[src/rtl/vga_pkg.sv]
// Shared encodings for the VGA pattern source: display modes, RGB 3:3:2 pixel type,
// named colours and the colour-bar lookup.
package vga_pkg;

    typedef enum logic [1:0] {
        MODE_BARS     = 2'd0,
        MODE_CHECKER  = 2'd1,
        MODE_GRADIENT = 2'd2,
        MODE_SOLID    = 2'd3
    } mode_t;

    typedef struct packed {
        logic [2:0] r;
        logic [2:0] g;
        logic [1:0] b;
    } rgb332_t;

    localparam rgb332_t RGB_WHITE   = 8'hFF;
    localparam rgb332_t RGB_YELLOW  = 8'hFC;
    localparam rgb332_t RGB_CYAN    = 8'h1F;
    localparam rgb332_t RGB_GREEN   = 8'h1C;
    localparam rgb332_t RGB_MAGENTA = 8'hE3;
    localparam rgb332_t RGB_RED     = 8'hE0;
    localparam rgb332_t RGB_BLUE    = 8'h03;
    localparam rgb332_t RGB_BLACK   = 8'h00;

    function automatic rgb332_t bar_color(input logic [2:0] idx);
        case (idx)
            3'd0:    return RGB_WHITE;
            3'd1:    return RGB_YELLOW;
            3'd2:    return RGB_CYAN;
            3'd3:    return RGB_GREEN;
            3'd4:    return RGB_MAGENTA;
            3'd5:    return RGB_RED;
            3'd6:    return RGB_BLUE;
            default: return RGB_BLACK;
        endcase
    endfunction

endpackage

[src/rtl/sprite_mover.sv]
// One axis of the bouncing box: position plus direction, stepped once per frame,
// clamped to [0, LIMIT-SIZE] and reflected at either edge.
module sprite_mover #(
    parameter int LIMIT = 640,
    parameter int SIZE  = 32,
    parameter int STEP  = 2,
    parameter int W     = 10
) (
    input  logic         clock,
    input  logic         reset,
    input  logic         advance,
    output logic [W-1:0] pos
);
    localparam int MAXP = LIMIT - SIZE;

    logic dir_neg;

    always_ff @(posedge clock) begin
        if (reset) begin
            pos     <= '0;
            dir_neg <= 1'b0;
        end else if (advance) begin
            if (!dir_neg) begin
                if (int'(pos) + STEP >= MAXP) begin
                    pos     <= W'(MAXP);
                    dir_neg <= 1'b1;
                end else begin
                    pos <= pos + W'(STEP);
                end
            end else begin
                if (int'(pos) <= STEP) begin
                    pos     <= '0;
                    dir_neg <= 1'b0;
                end else begin
                    pos <= pos - W'(STEP);
                end
            end
        end
    end

endmodule

[src/rtl/vga_pattern_gen.sv]
// VGA test-pattern source: registered RGB 3:3:2 from raster counters, with modes switched
// only at frame start. Define BOUNCE_BOX_EN to add the white bouncing-box overlay.
module vga_pattern_gen
    import vga_pkg::*;
#(
    parameter int H_ACTIVE   = 640,
    parameter int V_ACTIVE   = 480,
    parameter int CNT_W      = 10,
    parameter int NUM_BARS   = 8,
    parameter int CHECK_LOG2 = 5,
    parameter int GRAD_SHIFT = 6,
    parameter int BOX_SIZE   = 32,
    parameter int BOX_STEP   = 2
) (
    input  logic             clock,
    input  logic             reset,
    input  logic             enable,
    input  logic [CNT_W-1:0] hcount,
    input  logic [CNT_W-1:0] vcount,
    input  logic [1:0]       mode_sel,
    input  logic [7:0]       solid_rgb,
    output logic [2:0]       red,
    output logic [2:0]       green,
    output logic [1:0]       blue,
    output logic [1:0]       mode_active,
    output logic [7:0]       frame_cnt
);
    localparam int BAR_W = H_ACTIVE / NUM_BARS;

    mode_t            mode_q;
    rgb332_t          pix, pix_q;
    logic             frame_start, in_active;
    logic [CNT_W-1:0] bar_raw, bar_idx;

    assign frame_start = enable && (hcount == '0) && (vcount == '0);
    assign in_active   = (int'(hcount) < H_ACTIVE) && (int'(vcount) < V_ACTIVE);

    // Last bar absorbs any remainder pixels when H_ACTIVE is not a multiple of NUM_BARS.
    assign bar_raw = hcount / CNT_W'(BAR_W);
    assign bar_idx = (int'(bar_raw) > NUM_BARS - 1) ? CNT_W'(NUM_BARS - 1) : bar_raw;

`ifdef BOUNCE_BOX_EN
    logic [CNT_W-1:0] box_x, box_y;
    logic             in_box;

    sprite_mover #(.LIMIT(H_ACTIVE), .SIZE(BOX_SIZE), .STEP(BOX_STEP), .W(CNT_W)) u_box_x (
        .clock(clock), .reset(reset), .advance(frame_start), .pos(box_x)
    );
    sprite_mover #(.LIMIT(V_ACTIVE), .SIZE(BOX_SIZE), .STEP(BOX_STEP), .W(CNT_W)) u_box_y (
        .clock(clock), .reset(reset), .advance(frame_start), .pos(box_y)
    );

    assign in_box = (hcount >= box_x) && (int'(hcount) < int'(box_x) + BOX_SIZE) &&
                    (vcount >= box_y) && (int'(vcount) < int'(box_y) + BOX_SIZE);
`endif

    always_comb begin
        pix = RGB_BLACK;
        unique case (mode_q)
            MODE_BARS:     pix = bar_color(bar_idx[2:0]);
            MODE_CHECKER:  pix = (hcount[CHECK_LOG2] ^ vcount[CHECK_LOG2]) ? RGB_WHITE : RGB_BLACK;
            MODE_GRADIENT: pix = {hcount[GRAD_SHIFT+2:GRAD_SHIFT], vcount[GRAD_SHIFT+2:GRAD_SHIFT],
                                  frame_cnt[1:0]};
            MODE_SOLID:    pix = solid_rgb;
        endcase
`ifdef BOUNCE_BOX_EN
        if (in_box) pix = RGB_WHITE;
`endif
        if (!in_active) pix = RGB_BLACK;
    end

    // Mode and frame counter update alongside the frame-start pixel, which still uses the old state.
    always_ff @(posedge clock) begin
        if (reset) begin
            pix_q     <= RGB_BLACK;
            mode_q    <= MODE_BARS;
            frame_cnt <= 8'd0;
        end else if (enable) begin
            pix_q <= pix;
            if (frame_start) begin
                mode_q    <= mode_t'(mode_sel);
                frame_cnt <= frame_cnt + 8'd1;
            end
        end
    end

    assign red         = pix_q.r;
    assign green       = pix_q.g;
    assign blue        = pix_q.b;
    assign mode_active = mode_q;

endmodule
[config.mk]
export PLATFORM = sky130hd
export DESIGN_NAME = vga_pattern_gen
export DESIGN_NICKNAME = d
export VERILOG_FILES = /design/src/rtl/vga_pkg.sv /design/src/rtl/sprite_mover.sv /design/src/rtl/vga_pattern_gen.sv
export SDC_FILE = /design/constraint.sdc
export NUM_CORES = 1
export LEC_CHECK = 0
export CORE_MARGIN = 5
export CORE_UTILIZATION = 40
export CTS_CLUSTER_DIAMETER = 100
export DETAILED_ROUTE_END_ITERATION = 7
export DONT_BUFFER_PORTS = 1
export GPL_ROUTABILITY_DRIVEN = 0
export GPL_TIMING_DRIVEN = 0
export RECOVER_POWER = 50
export REMOVE_ABC_BUFFERS = 1
export SLEW_MARGIN = 20
export SYNTH_ARGS = -nofsm -noshare
export SYNTH_HDL_FRONTEND = slang
export SYNTH_SLANG_ARGS = --single-unit
[constraint.sdc]
create_clock -name clock -period 2.3 [get_ports clock]
set_input_delay 0.69 -clock clock [delete_from_list [all_inputs] [get_ports clock]]
set_output_delay 0.69 -clock clock [all_outputs]
set_load 0.03 [all_outputs]
=== Word-level counts from Yosys, hierarchy flattened ===
Index checks and enable logic that the tools add are counted.

* Add/sub/neg operators: 1
* Multipliers: 0
* Div/mod/pow operators: 1
* Magnitude comparators: 3
* Equality and inequality tests: 9
* Shift-type cells: 0
* Mux-type cells: 5
* Bitwise logic cells: 1
* Reductions and logical operators: 8

{| class="wikitable"
|+ Operators with widths
! cell !! count
|-
| $pmux 8 s7 || 1
|-
| $pmux 8 s4 || 1
|-
| $logic_not 10->1 || 2
|-
| $mux 8 || 2
|-
| $div 10x7->10 const B || 1
|-
| $gt 10x3->1 const B || 1
|-
| $lt 10x10->1 const B || 1
|-
| $lt 10x9->1 const B || 1
|-
| $eq 3x3->1 const B || 3
|-
| $add 8x1->8 const B || 1
|-
| $eq 3x2->1 const B || 2
|-
| $eq 2x2->1 const B || 2
|-
| $eq 3x1->1 const B || 1
|-
| $logic_and 1x1->1 || 3
|-
| $logic_not 3->1 || 1
|-
| $mux 3 || 1
|-
| $eq 2x1->1 const B || 1
|-
| $logic_not 2->1 || 1
|-
| $reduce_and 2->1 || 1
|-
| $xor 1x1->1 || 1
|}

* Bits in registers: 18
* Latch bits: 0
* Bits in writable memories: 0
* ROM bits: 0
* Bits of input ports: 33
* Output and inout port bits: 18
* Logic and storage cells: 33
* Memories: 0

=== Depth between registers and ports, before layout ===
Gate-level depths: netlist of run 1.

* Word-level depth: 7
* Depth in mapped cells: 6
* Mapped depth without buffers: 5

=== Worst setup path after synthesis of run 1 ===
No wires, ideal clock.

* Path type: in2reg
* From: input hcount[7]
* To: register frame_cnt[6]
* Setup time: 0.123 ns
* Arrival time: 1.811 ns
* Required time: 2.177 ns
* Setup slack: 0.366 ns
* Cell stages on the path: 6
* Path buffers: 1
* Path through: buf_4 -> nor3_4 -> nand4_4 -> nor2_4 -> nand4_1 -> mux2_1

* Cells in the longest elaborated chain, start to end: 4

{| class="wikitable"
|+ Ends and longest elaborated chain
! what !! line !! text
|-
| from (decl) || vga_pattern_gen.sv:18 || <nowiki>input logic [CNT_W-1:0] hcount,</nowiki>
|-
| $logic_not 10->1 || vga_pattern_gen.sv:35 || <nowiki>assign frame_start = enable && (hcount == '0) && (vcount == '0);</nowiki>
|-
| $logic_and 1x1->1 (2 in a row) || vga_pattern_gen.sv:35 ||
|-
| $reduce_and 2->1 (no source line) || -- ||
|-
| to (signal assigned) || vga_pattern_gen.sv:82 || <nowiki>frame_cnt <= frame_cnt + 8'd1;</nowiki>
|-
| to (decl) || vga_pattern_gen.sv:26 || <nowiki>output logic [7:0] frame_cnt</nowiki>
|}

Every way passes these cells.
A chain may end at the register's enable or synchronous reset.

=== Worst setup path after layout of run 1 ===
* From: register mode_q[0] (netlist: mode_active[0])
* To: register pix_q, in the netlist red[2]

* Cells in the longest elaborated chain, start to end: 3
* Elaborated cells on any way between the ends: 6
* Classes of those cells: eq/ne (3); mux (2); reduce/logical (1)

{| class="wikitable"
|+ Ends and longest elaborated chain
! what !! line !! text
|-
| from (decl) || vga_pattern_gen.sv:30 || <nowiki>mode_t mode_q;</nowiki>
|-
| from (signal assigned) || vga_pattern_gen.sv:81 || <nowiki>mode_q <= mode_t'(mode_sel);</nowiki>
|-
| $eq 2x2->1 (tied with other cells) || vga_pattern_gen.sv:59 || <nowiki>unique case (mode_q)</nowiki>
|-
| $pmux 8 s4 * || vga_pattern_gen.sv:59 ||
|-
| $mux 8 * || vga_pattern_gen.sv:69 || <nowiki>if (!in_active) pix = RGB_BLACK;</nowiki>
|-
| to (signal assigned) || vga_pattern_gen.sv:79 || <nowiki>pix_q <= pix;</nowiki>
|-
| to (decl) || vga_pattern_gen.sv:31 || <nowiki>rgb332_t pix, pix_q;</nowiki>
|}

Mark *: on every way between the ends. The rest lies on a longest branch, timed or not.

==> metrics.md, run 1 <==
| Metric | Value |
|---|---|
| Status | finished clean |
| Vias in the first global route | 913 |
| Critical path depth in cells | 5 |
| CTS Sinks | 18 |
| Post-synth ARST share | 0% |
| Crit path kind | reg2reg |
| Average cell area after synthesis | 8.93 sq um |
| Non-filler cells in the finished layout | 152 |
| Fin crit share | 88.5% |
| Overall routing resource usage | 14.4% |
| Grt peak-use layer | met2 |
| Buffers & Inverters on Critical Path | 1 |
| Synthesized instance count | 123 |
| Placed cells | 149 |
| Setup TNS | 0 ns |
| Final min period | 2.03 ns |
| Switching Fraction | 23.0% |
| Worst R2R Path Depth | 5 |
| CTS buffer count | 3 |
| I/O pins | 51 |
| Maximum vdd drop | 0.000369 V |
| Full die area | 3890 sq um |
| CTS tree | yes |
| Endpoints failing hold | 0 |
| Critical path, cell by cell | inv_1 > o311ai_1 > nor2b_1 > o31a_1 > a22o_1 |
| Slowest CP cell | dfxtp_1 |
| Vias per cell | 6.13 |
| Worst min path class | in2reg |
| Cell Area, Synth | 1100 sq um |
| Seq pwr share | 63.2% |
| Antenna violations before repair | 0 |
| Register area share after synthesis | 32.8% |
| Worst setup path end | red[2] |
| DRT Pass-1 Iters | 4 |
| Fin Clk Skew | 0.00460 ns |
| DRT iter0 DRCs | 30 |
| Worst slew margin | 38.2% |
| Final HPWL DP | 2140 um |
| CTS max path bufs | 2 |
| Core area | 2690 sq um |
| Pin count of the biggest net entering global routing | 16 |
| Maxcap violations | 0 |
| Unrepaired setup endpoints after global routing | no |
| Switching Power | 0.118 mW |
| Cts hold-fix bufs | 0 |
| Post-CTS Resized | 0 |
| Clock latency at the later pin of the worst-skew pair | 0.29 ns |
| Die height | 62.4 um |
| Slew Viols, Final | 0 |
| Final setup fails | 0 |
| Layout net count | 157 |
| Number of port buffers | 0 |
| Worst r2r src | mode_active[0] |
| Std-Cell Rows | 19 |
| Int Power | 0.396 mW |
| Met3 Usage GRT | 7.91% |
| Reg-to-reg endpoint | red[2] |
| GR Overflow Total | 0 |
| Synth Flop Type | dfxtp_1 |
| Yosys Warn Count | 0 |
| Worst setup SP type | flop |
| Crit path max-delay family | flip-flops |
| Final Power | 0.514 mW |
| First-pass GRT wire length | 4610 um |
| Fraction of layout cells with a size suffix above 1 | 6.61% |
| Slew @ Worst Pin | 0.925 ns |
| GR Util met2 | 24.1% |
| Avg WL per Cell | 17.6 um |
| # Post-CTS Setup Buffers | 0 |
| CP startpoint | mode_active[0] |
| Combinational share of power | 6.8% |
| Fmax achieved | 491 MHz |
| Clock power share | 30.0% |
| Total number of vias | 931 |
| Antenna viol nets, final | 0 |
| Wirelength, routed | 2680 um |
| Root Driver | clkbuf_4 |
| WP data required | 2.49 ns |
| Largest fanout on the critical path | 15 |
| R2R Setup Slk | 0.27 ns |
| DRC viols | 0 |
| Die X | 62.4 um |
| Clock transition at path regs | 0.10 ns |
| Starting Density | 40.9% |
| Antenna diodes | 0 |
| Number of synthesized register bits | 18 |
| Critical path capture point type | flop |
| Area Overhead vs Synth | 2.39% |
| H-tree Lvls | 1 |
| M1 GR Usage | 15.9% |
| Crit-path max cell delay | 0.94 ns |
| Worst EP arrival | 2.22 ns |
| LEAKAGE | 0.349 nW |
| EDFF count, synth | 0 |
| Power Density | 457 nW/um^2 |
| Unique masters post-synth | 39 |
[cells in the mapped netlist, types with 3 or more instances]
| cell type | count | area [sq um] |
|---|---|---|
| a21oi_1 | 5 | 25.0 |
| a22o_1 | 6 | 52.6 |
| dfxtp_1 | 18 | 360 |
| inv_1 | 4 | 15.0 |
| mux2i_1 | 7 | 70.1 |
| nand2_1 | 15 | 56.3 |
| nand4_1 | 4 | 25.0 |
| nor2_1 | 10 | 37.5 |
| nor2b_1 | 4 | 25.0 |
| nor4_1 | 3 | 18.8 |
| nor4_4 | 3 | 63.8 |
| o21ai_0 | 8 | 40.0 |
| xnor2_1 | 5 | 43.8 |
[layout make-up]
class | instances | area, sq um
Fill cell | 278 | 1560
Inverter | 4 | 15.0
Sequential cell | 18 | 360
Tap cell | 31 | 38.8
Multi-Input combinational cell | 96 | 688
Clock buffer | 3 | 22.5
[logic make-up (layout without fill, tap and decap cells)]
logic type,count (synthesis),in the layout,synth area share [%]
compound gates,30,30,19.2
xor+xnor,6,6,4.78
buf+inv,9,7,3.64
fa+ha+maj,1,1,1.14
simple gates,50,50,30.0
mux,9,9,8.43
flops,18,18,32.8
[cell usage in the layout (no fill, tap or decap), drive strengths merged, types with 2 or more instances in the layout]
cell type and n:
mux2i 7, nor2 11, nand2 16, nor2b 4, o21ai 8, nor3 2, mux2 2, nor4 6
a32o 2, nand4 5, and3 2, xnor2 5, clkbuf 3, dfxtp 18, a21oi 5, inv 4
a22o 6
[worst register-to-register path, cell delays in order (launching register included)]
cell      delay [ns]
dfxtp_1         0.94
inv_1           0.12
o311ai_1        0.36
nor2b_1         0.13
o31a_1          0.15
a22o_1          0.23
[power groups by stage]
stage | sequential, mW | clock (mW) | combinational [mW]
after floorplan | 0.331 | 0 | 0.0311
after global placement | 0.332 | 0 | 0.0346
after detailed placement | 0.332 | 0 | 0.0357
after CTS | 0.325 | 0.159 | 0.0358
after global routing | 0.325 | 0.184 | 0.0389
final | 0.325 | 0.154 | 0.0348
[per-stage QoR]
stage | area (sq um) | util, % | hold WS (ns) | setup slack, ns
6_report | 1120 | 41.9 | 0.452 | 0.265
5_1_grt | 1120 | 41.9 | 0.419 | 0.0851
4_1_cts | 1130 | 42.2 | 0.445 | 0.252
3_5_place_dp | 1110 | 41.4 | 0.690 | 0.261
3_3_place_gp | 1110 | 41.4 | 0.666 | 0.290
2_1_floorplan | 1070 | - | 0.650 | 0.404
[worst min-delay path by stage]
stage / end / startpoint / cells after the start
floorplan: frame_cnt[7] / frame_cnt[7] / 2
global placement: frame_cnt[7] / frame_cnt[7] / 2
detailed placement: green[2] / green[2] / 1
CTS: mode_active[1] / reset / 1
global route: frame_cnt[5] / reset / 1
finish: mode_active[1] / reset / 1
[state kept, by name (all words and copies together) (netlist names)]
signal and count:
blue 2, red 3, green 3, mode_active 2, frame_cnt 8
[layer usage]
layer | share of wire, % | routed length (um) | vias up
met5 | 0 | 0 | -
met4 | 1.1 | 29 | 0
met2 | 50 | 1330 | 41
met3 | 10 | 277 | 4
li1 | - | - | 452
met1 | 39 | 1040 | 434
Power figures use the tool's default switching activity.
==> run 2: changes to the inputs <==
- TNS_END_PERCENT: unset -> 10
==> results of run 2 <==
No change in the layout: final DEF, timing and power equal those of run 1.
==> run 3: changes to the inputs <==
- SETUP_SLACK_MARGIN: unset -> 0.5
==> run 3 against run 2 <==
  * Global-route usage did not move
  * Highest routed layer unchanged
  * Utilization is 0.37 points higher
  * Largest power group unchanged
  * Worst hold slack lost 0.0067 ns
==> metrics.md, run 3 (synthesis results as in run 1) <==
| Metric | Value |
|---|---|
| CTS Sinks | 18 (unchanged) |
| Switching Fraction | 22.9% (was 23.0%) |
| Worst R2R Path Depth | 5 (unchanged) |
| Setup TNS | 0 ns (unchanged) |
| Sequential cell area | 363 sq um (was 360 sq um) |
| Wirelength, routed | 2670 um (was 2680 um) |
| Seq pwr share | 63.2% (about the same) |
| Int Power | 0.395 mW (was 0.396 mW) |
| DRC viols | 0 (unchanged) |
| Placed cells | 149 (unchanged) |
| Fmax achieved | 582 MHz (was 491 MHz) |
| Pin count of the biggest net entering global routing | 16 (unchanged) |
| Combinational share of power | 6.8% (about the same) |
| Crit-path max cell delay | 0.66 ns (was 0.94 ns) |
| Final setup fails | 0 (unchanged) |
| Worst slew margin | 65.8% (was 38.2%) |
| Overall routing resource usage | 14.4% (unchanged) |
| Largest fanout on the critical path | 15 (unchanged) |
| Clock power share | 30.0% (about the same) |
| Worst setup SP type | flop (unchanged) |
| Non-filler cells in the finished layout | 152 (unchanged) |
| Critical path, cell by cell | inv_1 > o311ai_1 > nor2b_1 > o31a_1 > a22o_1 (unchanged) |
| Slew Viols, Final | 0 (unchanged) |
| Fin Clk Skew | 0.00360 ns (was 0.00460 ns) |
| WHS Endpoint | mode_active[1] (unchanged) |
| Std-Cell Rows | 19 (unchanged) |
| LEAKAGE | 0.351 nW (was 0.349 nW) |
| Crit path max-delay family | compound AO/OA/AOI/OAI gates (was flip-flops) |
| Die height | 62.4 um (unchanged) |
| Final min period | 1.72 ns (was 2.03 ns) |
| # Post-CTS Setup Buffers | 0 (unchanged) |
| Slowest CP cell | dfxtp_2 (was dfxtp_1) |
| CTS tree | yes (unchanged) |
| Maxcap violations | 0 (unchanged) |
| Layout net count | 157 (unchanged) |
| Crit path kind | reg2reg (unchanged) |
| Status | finished clean (unchanged) |
| Post-Place Cell Area | 1110 sq um (unchanged) |
| Worst Hold Depth | 1 (unchanged) |
| Cts hold-fix bufs | 0 (unchanged) |
| WP data required | 2.49 ns (about the same) |
| Fin crit share | 74.7% (was 88.5%) |
| Root Driver | clkbuf_4 (unchanged) |
| Die X | 62.4 um (unchanged) |
| Core area | 2690 sq um (unchanged) |
| Clock transition at path regs | 0.10 ns (about the same) |
| Area occupied by multi-input gates | 696 sq um (was 688 sq um) |
| Maximum vdd drop | 0.000369 V (about the same) |
| Number of port buffers | 0 (unchanged) |
| DRT Pass-1 Iters | 4 (unchanged) |
| Hold_sp | reset (unchanged) |
| R2R Setup Slk | 0.58 ns (was 0.27 ns) |
| Starting Density | 40.9% (unchanged) |
| Worst EP arrival | 1.91 ns (was 2.22 ns) |
| Commonest non-fill, non-tap cells in the layout | nand2_1, dfxtp_1, nor2_1 (was dfxtp_1, nand2_1, nor2_1) |
| Max reg flops | 8 (unchanged) |
| I/O pins | 51 (unchanged) |
| Worst r2r src | mode_active[0] (unchanged) |
| DRT iter0 DRCs | 34 (was 30) |
| H-tree Lvls | 1 (unchanged) |
| Antenna viol nets, final | 0 (unchanged) |
| Register name with the most flops | frame_cnt (unchanged) |
| Slew @ Worst Pin | 0.512 ns (was 0.925 ns) |
| Final HPWL DP | 2140 um (unchanged) |
| Vias in the first global route | 913 (unchanged) |
| Unrepaired setup endpoints after global routing | yes (was no) |
| Clock latency at the later pin of the worst-skew pair | 0.29 ns (about the same) |
| CTS max path bufs | 2 (unchanged) |
| GR Overflow Total | 0 (unchanged) |
| Total number of vias | 927 (was 931) |
| Fraction of layout cells with a size suffix above 1 | 9.09% (was 6.61%) |
| Reg-to-reg endpoint | red[2] (unchanged) |
| Cell area after layout | 1130 sq um (was 1120 sq um) |
| Final hold slack | 0.446 ns (was 0.452 ns) |
| Full die area | 3890 sq um (unchanged) |
| Critical path capture point type | flop (unchanged) |
| Vias per cell | 6.10 (was 6.13) |
| Antenna violations before repair | 0 (unchanged) |
| First-pass GRT wire length | 4610 um (unchanged) |
| Layout fillers | 279 (was 278) |
| Buffers & Inverters on Critical Path | 1 (unchanged) |
| Switching Power | 0.118 mW (about the same) |
| Area Overhead vs Synth | 3.30% (was 2.39%) |
| Endpoints failing hold | 0 (unchanged) |
| Avg WL per Cell | 17.6 um (about the same) |
| Antenna diodes | 0 (unchanged) |
| CTS buffer count | 3 (unchanged) |
| Power Density | 452 nW/um^2 (was 457 nW/um^2) |
| Worst min path class | in2reg (unchanged) |
## run 3: cell type report
class | instances | share of cell area [%]
Multi-Input combinational cell | 96 | 61.3
Sequential cell | 18 | 32.0
Inverter | 4 | 1.32
Clock buffer | 3 | 1.98
Tap cell | 31 | 3.42
## run 3: worst reg2reg max path, cell delays in order, from the launching register on
cell,delay [ns]
dfxtp_2,0.66
inv_1,0.10
o311ai_1,0.35
nor2b_1,0.13
o31a_1,0.15
a22o_1,0.23
## run 3: routing by layer
| metal | vias up | part of all wire (%) | routed length (um) | global-route usage [%] |
|---|---|---|---|---|
| li1 | 452 | - | - | - |
| met5 | - | 0 | 0 | 0 |
| met3 | 4 | 10 | 271 | 7.91 |
| met1 | 434 | 39 | 1050 | 15.9 |
| met2 | 37 | 49 | 1320 | 24.1 |
| met4 | 0 | 1.1 | 29 | 3.18 |
## run 3: power by group through the flow
stage	combinational, mW	sequential [mW]	clock, mW
after floorplan	0.0311	0.331	0
after global placement	0.0346	0.332	0
after detailed placement	0.0357	0.332	0
after CTS	0.0358	0.325	0.159
after global routing	0.0390	0.325	0.184
final	0.0349	0.324	0.154
## run 3: per-stage QoR
stage / worst slack, ns / power (mW) / utilization (%)
floorplan: 0.404 / 0.362 / -
global placement: 0.290 / 0.367 / 41.4
detailed placement: 0.261 / 0.368 / 41.4
CTS: 0.510 / 0.520 / 42.3
global route: 0.418 / 0.548 / 42.2
finish: 0.582 / 0.513 / 42.2
## run 3: worst max path at each step
stage                         startpoint        endpoint  slack [ns]  cells past startpoint
final                     mode_active[0]          red[2]        0.58                      5
after global routing           hcount[1]    frame_cnt[7]        0.42                      5
after CTS                 mode_active[1]  mode_active[1]        0.51                      0
after detailed placement       hcount[2]    frame_cnt[7]        0.26                      5
after global placement         hcount[2]    frame_cnt[7]        0.29                      5
after floorplan                vcount[0]    frame_cnt[6]        0.40                      5
## run 3: repair_timing
item / 4_1_cts / 5_1_grt
gates resized for setup: 1 / 1
setup endpoints to repair: 9 / 5
endpoints found under the hold margin: 0 / 0
